--- src/rtl/carrier_pwm_if.sv ---
// carrier_pwm_if: write port carrying the carrier period value and its acknowledge
interface carrier_pwm_if #(parameter int PWM_BITS = 8);
  logic                wr_strobe_in;
  logic [PWM_BITS-1:0] value_in;
  logic                wr_ack_out;
  modport master(output wr_strobe_in, value_in, input wr_ack_out);
  modport slave(input wr_strobe_in, value_in, output wr_ack_out);
endinterface

--- src/rtl/carrier_pwm.sv ---
// carrier_pwm: 50% duty IR carrier generator; PWM_SYNC_UPDATE_EN defers period updates to the wrap cycle
module carrier_pwm #(
  parameter int PWM_BITS = 8
) (
  input  logic               clock_in,
  input  logic               reset_in,
  input  logic               enable_in,
  input  logic               forced_in,
  carrier_pwm_if.slave       wr,
  output logic               pwm_out,
  output logic               period_tick_out
);
  logic [PWM_BITS-1:0] period_q, period_d, pending_q, pending_d, counter_q, counter_d;
  logic                update_pending_q, update_pending_d;
  logic                pwm_q, pwm_d, tick_q, tick_d, ack_q, ack_d;
  logic                wrap, apply;
  logic [PWM_BITS:0]   half;
  always_comb begin
    wrap = counter_q == period_q;
`ifdef PWM_SYNC_UPDATE_EN
    apply = update_pending_q && (!enable_in || wrap);
`else
    apply = update_pending_q;
`endif
    half = ({1'b0, period_q} + 1'b1) >> 1;
    period_d = apply ? pending_q : period_q;
    pending_d = wr.wr_strobe_in ? wr.value_in : pending_q;
    // a strobe coinciding with an update keeps the flag set for the newer value
    update_pending_d = wr.wr_strobe_in | (update_pending_q & ~apply);
    counter_d = (!enable_in || wrap || apply) ? '0 : counter_q + 1'b1;
    pwm_d = forced_in | (enable_in & ({1'b0, counter_q} < half));
    tick_d = enable_in & wrap;
    ack_d = wr.wr_strobe_in;
  end
  always_ff @(posedge clock_in) begin
    if (reset_in) begin
      period_q <= '0;
      pending_q <= '0;
      counter_q <= '0;
      update_pending_q <= 1'b0;
      pwm_q <= 1'b0;
      tick_q <= 1'b0;
      ack_q <= 1'b0;
    end else begin
      period_q <= period_d;
      pending_q <= pending_d;
      counter_q <= counter_d;
      update_pending_q <= update_pending_d;
      pwm_q <= pwm_d;
      tick_q <= tick_d;
      ack_q <= ack_d;
    end
  end
  assign pwm_out = pwm_q;
  assign period_tick_out = tick_q;
  assign wr.wr_ack_out = ack_q;
endmodule

--- src/flat_wrapper.sv ---
// flat-port wrapper written by rule: the top's interface ports become plain ports
module carrier_pwm_flat 
#(
  parameter int PWM_BITS = 8
)
  (clock_in, reset_in, enable_in, forced_in, pwm_out, period_tick_out, wr_wr_strobe_in, wr_value_in, wr_wr_ack_out);
  carrier_pwm_if #(.PWM_BITS(PWM_BITS)) wr_i ();
  input  logic clock_in;
  input  logic reset_in;
  input  logic enable_in;
  input  logic forced_in;
  output logic pwm_out;
  output logic period_tick_out;
  input wire logic [$bits(wr_i.wr_strobe_in)-1:0] wr_wr_strobe_in;
  input wire logic [$bits(wr_i.value_in)-1:0] wr_value_in;
  output wire logic [$bits(wr_i.wr_ack_out)-1:0] wr_wr_ack_out;
  assign wr_i.wr_strobe_in = wr_wr_strobe_in;
  assign wr_i.value_in = wr_value_in;
  assign wr_wr_ack_out = wr_i.wr_ack_out;
  carrier_pwm #(.PWM_BITS(PWM_BITS)) u_core (.clock_in(clock_in), .reset_in(reset_in), .enable_in(enable_in), .forced_in(forced_in), .wr(wr_i), .pwm_out(pwm_out), .period_tick_out(period_tick_out));
endmodule
--- config.mk ---
export PLATFORM = sky130hd
export DESIGN_NAME = carrier_pwm_flat
export DESIGN_NICKNAME = d
export VERILOG_FILES = /design/src/rtl/carrier_pwm_if.sv /design/src/rtl/carrier_pwm.sv /design/src/flat_wrapper.sv
export SDC_FILE = /design/constraint.sdc
export NUM_CORES = 1
export LEC_CHECK = 0
export ABC_AREA = 1
export BUFFER_PORTS_ARGS = -buffer_cell sky130_fd_sc_hd__buf_2
export CORE_UTILIZATION = 25
export CTS_CLUSTER_SIZE = 8
export DETAILED_ROUTE_END_ITERATION = 8
export PLACE_DENSITY = 0.43
export SLEW_MARGIN = 20
export SYNTH_ARGS = -nofsm -noshare
export SYNTH_HDL_FRONTEND = slang
export SYNTH_SLANG_ARGS = --single-unit
--- constraint.sdc ---
create_clock -name clock_in -period 2.5 [get_ports clock_in]
set_clock_uncertainty 0.05 [all_clocks]
set_input_delay 0.5 -clock clock_in [delete_from_list [all_inputs] [get_ports clock_in]]
set_output_delay 0.5 -clock clock_in [all_outputs]
set_load 0.02 [all_outputs]
# Word-level counts from Yosys, hierarchy flattened
# Cells that the tools add are included.
# word_totals
ff_bits	27
latch_bits	0
ramBits	0
romBits	0
input_bits	13
output_inout_bits	3
word_cells	17
memories	0
# op_classes
addsub	2
n_mul	0
div	0
n_lt_le_gt_ge	1
eq_ne	1
shift	0
muxes	0
bitwise	3
n_reduce_logical	4
# ops
cell	n
$add A8 B1 Y9 const B	1
$add A8 B1 Y8 const B	1
$eq A8 B8 Y1	1
$lt A8 B8 Y1	1
$and A1 B1 Y1	2
$logic_or A1 B1 Y1	2
$reduce_or A2 Y1	1
$logic_not A1 Y1	1
$or A1 B1 Y1	1

# Logic depth before layout (Yosys ltp)
# depth
ltp_word	4
mapped_depth	12
depth_no_buf	12

# Least setup slack after synthesis
# Ideal clock, no wire load.
# synth_timing
path_kind	flip-flop to flip-flop
start	register u_core.period_q[0]
end	register u_core.pwm_q (netlist: u_core.pwm_out)
setup_ns	0.070
arrival_ns	1.760
required_time_ns	2.380
setup_slack_ns	0.620
stages_incl_launch_ff	13
n_path_buf	0
synth_period_minus_slack_ns	1.880
cell_sequence	dfxtp_1 ha_1 nand3_1 nand3b_1 nand3b_1 ha_1 nand2_1 nand2_1 nor2_1 nand2_1 a21oi_1 nand2_1 a21oi_1
# synth_between
elab_chain_cells	4
# synth_lines
item	line	text
start, declared	carrier_pwm.sv:13	logic [PWM_BITS-1:0] period_q, period_d, pending_q, pending_d, counter_q, counter_d;
start signal, assigned	carrier_pwm.sv:45	period_q <= period_d;
$add A8 B1 Y9	carrier_pwm.sv:25	half = ({1'b0, period_q} + 1'b1) >> 1;
$lt A8 B8 Y1	carrier_pwm.sv:31	pwm_d = forced_in | (enable_in & ({1'b0, counter_q} < half));
$and A1 B1 Y1	carrier_pwm.sv:31	
$or A1 B1 Y1	carrier_pwm.sv:31	
end signal, assigned	carrier_pwm.sv:49	pwm_q <= pwm_d;
end, declared	carrier_pwm.sv:15	logic pwm_q, pwm_d, tick_q, tick_d, ack_q, ack_d;
# No other way between the ends.
# A chain may end at the register's enable or synchronous reset.

# Worst setup path after layout
# layout_timing
start	register u_core.period_q[1]
end	register u_core.pwm_q (netlist: u_core.pwm_out)
# The elaborated chain is that of the path after synthesis.

==> metrics.md <==
| Metric | Value |
|---|---|
| Status | `finished, violations left` |
| Failing checks | `DRC` |
| Commonest non-fill, non-tap cells in the layout | `46 x nor2_1, 27 x dfxtp_1, 21 x nand2_1` |
| Vias in the first global route | `slightly above 900` |
| DR iter-0 viols | `43` |
| Via density | `3.961` |
| CORE AREA | `5075 sq um` |
| Nets@finish | `208` |
| Power per Cell Area | `roughly 550 nW/um^2` |
| Crit Path Class | `reg2reg` |
| Slowest library cell on the worst path | `dfxtp_1` |
| Root Driver | `clkbuf_8` |
| Placed insts | `around 250` |
| Post-DRT Antenna Nets | `0` |
| Post-CTS Resized | `0` |
| DR pass1 iterations | `5` |
| Die area | `5549 sq um` |
| Inserted Diodes | `0` |
| Syn Inst Count | `168` |
| CP Launch Type | `register` |
| Final Setup Violations | `0` |
| Worst path most repeated cell | `nand2_1` |
| Post-CTS setup buffer count | `0` |
| Fin cells | `255` |
| Fin crit period | `2.080 ns` |
| Post-synthesis instance area | `1314 sq um` |
| Most common cell after layout, fill and taps aside | `nor2_1` |
| CTS tree | `done` |
| Largest stage delay, worst path | `~0.40 ns` |
| Worst vdd rail ir drop | `approximately 0.00037 V` |
| Mapped Nets | `between 150 and 200` |
| Ports | `16` |
| Final core utilization | `between 20% and 30%` |
| Number of buffers created by CTS | `3` |
| Critical Path RT | `around 2.7 ns` |
| Slew @ Worst Pin | `roughly 0.43 ns` |
| Area post-placement | `1468 sq um` |
| Setup TNS | `0 ns` |
| Worst setup EP type | `register` |
| Clk buf depth | `2` |
| Initial antenna violation count | `0` |
| Yosys top cell by area | `dfxtp_1` |
| Max cap viols | `0` |
| Avg Inst Size Synth | `7.820 sq um` |
| Post-Route WL | `about 2.4 mm` |
| Synth top area cells | `dfxtp_1 41%, nor2_1 13%, ha_1 8.6%, xnor2_1 8.0%, o21ai_0 6.1%` |
| # DRC | `1` |
| Register area share after synthesis | `41.14%` |
| CTS clk-pin slew, worst paths | `roughly 0.10 ns` |
| Area Growth Syn to Fin | `15.52%` |
| WP buf/inv | `0` |
| Final Max Slew Viols | `0` |
| Family with the most delay on the worst path | `simple AND/OR/NAND/NOR gates` |
| Maximum operating frequency | `480.8 MHz` |
| Worst Path Arrival | `2.25 ns` |
| Final worst slack | `roughly 0.42 ns` |
| Pre-CTS setup slack | `~0.43 ns` |
| GRT Overall Usage | `~10%` |
| Crit share post-route | `slightly above 80%` |
| Crit-path cells | `ha_1 > nand3_1 > nand3b_1 > nand3b_1 > ha_1 > nand2_1 > nand2_1 > nor2_1 > nand2_1 > a21oi_1 > nand2_1 > a21oi_1` |
| Clock sink count | `27` |
| Starting density of the core | `between 20% and 30%` |
| Num rows | `26` |
| DR vias | `between 1000 and 1500` |
| Clk_lat worst skew | `0.28 ns` |
| Port bufs | `15` |
| Routability cong. | `just under 0.8` |
| Synthesis warning total | `0` |
| Dpl hpwl | `about 1.8 mm` |
| Hold Vio Cnt, Final | `0` |
| First-pass GRT wire length | `roughly 4.2 mm` |
| Relative slew slack | `between 70% and 80%` |
| Crit path max fanout | `4` |
| Distinct cells, synth | `19` |
| Largest net degree at the start of global routing | `18` |
| Avg WL per Cell | `between 9 and 10 um` |
| Die Span Y | `roughly 74 um` |
| Width of the chip | `about 74 um` |
| RSZ-0062 raised after global routing | `no` |
| Yosys top cell area share | `41.14%` |
| CTS H-tree lvls | `1` |
| Cell area after layout | `1518 sq um` |
| Yosys reg bits | `27` |
| Worst min path class | `in2reg` |
| Hold_buf cts | `0` |
| Leak | `~0.65 nW` |
| GRT Residual Overflow | `0` |
| Layout cell share with drive strength beyond 1 | `12.97%` |
## flip-flops by register name, summed over array words and instances, names as in the netlist
name	flops
u_core.counter_q	8
u_core.pwm_out	1
u_core.period_tick_out	1
u_core.period_q	8
u_core.pending_q	8
u_core.apply	1
## cell usage after synthesis (all sizes together)
cell type and instances:
a21oi 4, clkbuf 2, clkinv 2, dfxtp 27, ha 9, inv 8
nand2 23, nand3 5, nand3b 2, nand4 2, nor2 48, o21ai 16
xnor2 12, xor2 8
## worst paths after layout
kind | to | cells past startpoint | start | slack, ns
min reg2reg | u_core.period_q[4] | 2 | u_core.pending_q[4] | 0.44
max | u_core.pwm_out | 12 | u_core.period_q[1] | 0.42
max reg2reg | u_core.pwm_out | 12 | u_core.period_q[1] | 0.42
min | u_core.pwm_out | 2 | reset_in | 0.34
## layout make-up
class                   count  area [sq um]
repair buffers             15         75.07
flip-flops and latches     27         540.5
clock inverters             1         8.758
fillers                   597          3557
well taps                  70         87.58
inverters                  10         37.54
multi-input cells         129         726.9
clock buffers               3         41.29
## metal layers
| metal | global-route usage, % | up-vias | part of all wire [%] |
|---|---|---|---|
| li1 | - | 569 | - |
| met1 | 13.50 | 428 | 53 |
| met2 | 15.92 | 11 | 44 |
| met3 | 3.252 | 2 | 2.4 |
| met4 | 1.887 | 0 | 0.74 |
| met5 | 0 | - | 0 |
## where the power goes
group          switching [mW]  total, mW  internal [mW]  leakage, nW
clock                   0.146      0.263          0.117       0.0261
combinational          0.0583      0.102         0.0432        0.397
sequential             0.0211      0.473          0.452        0.222
total                   0.225      0.837          0.612        0.645
## cells by family after synthesis
group / synth area share, %
flip-flops: 41.14
adder cells (fa/ha/maj): 8.572
buffers and inverters: 3.523
AND/OR/NAND/NOR: 25.81
AO/OA/AOI/OAI: 7.619
XOR/XNOR: 13.33
## metrics by stage
| stage | power [mW] | hold WS [ns] |
|---|---|---|
| after CTS | 0.8606 | 0.3250 |
| after global placement | 0.5873 | 0.4108 |
| after global routing | 0.8973 | 0.3261 |
| after floorplan | 0.5531 | 0.3995 |
| final | 0.8371 | 0.3411 |
| after detailed placement | 0.5866 | 0.4161 |
Power figures use the tool's default switching activity.
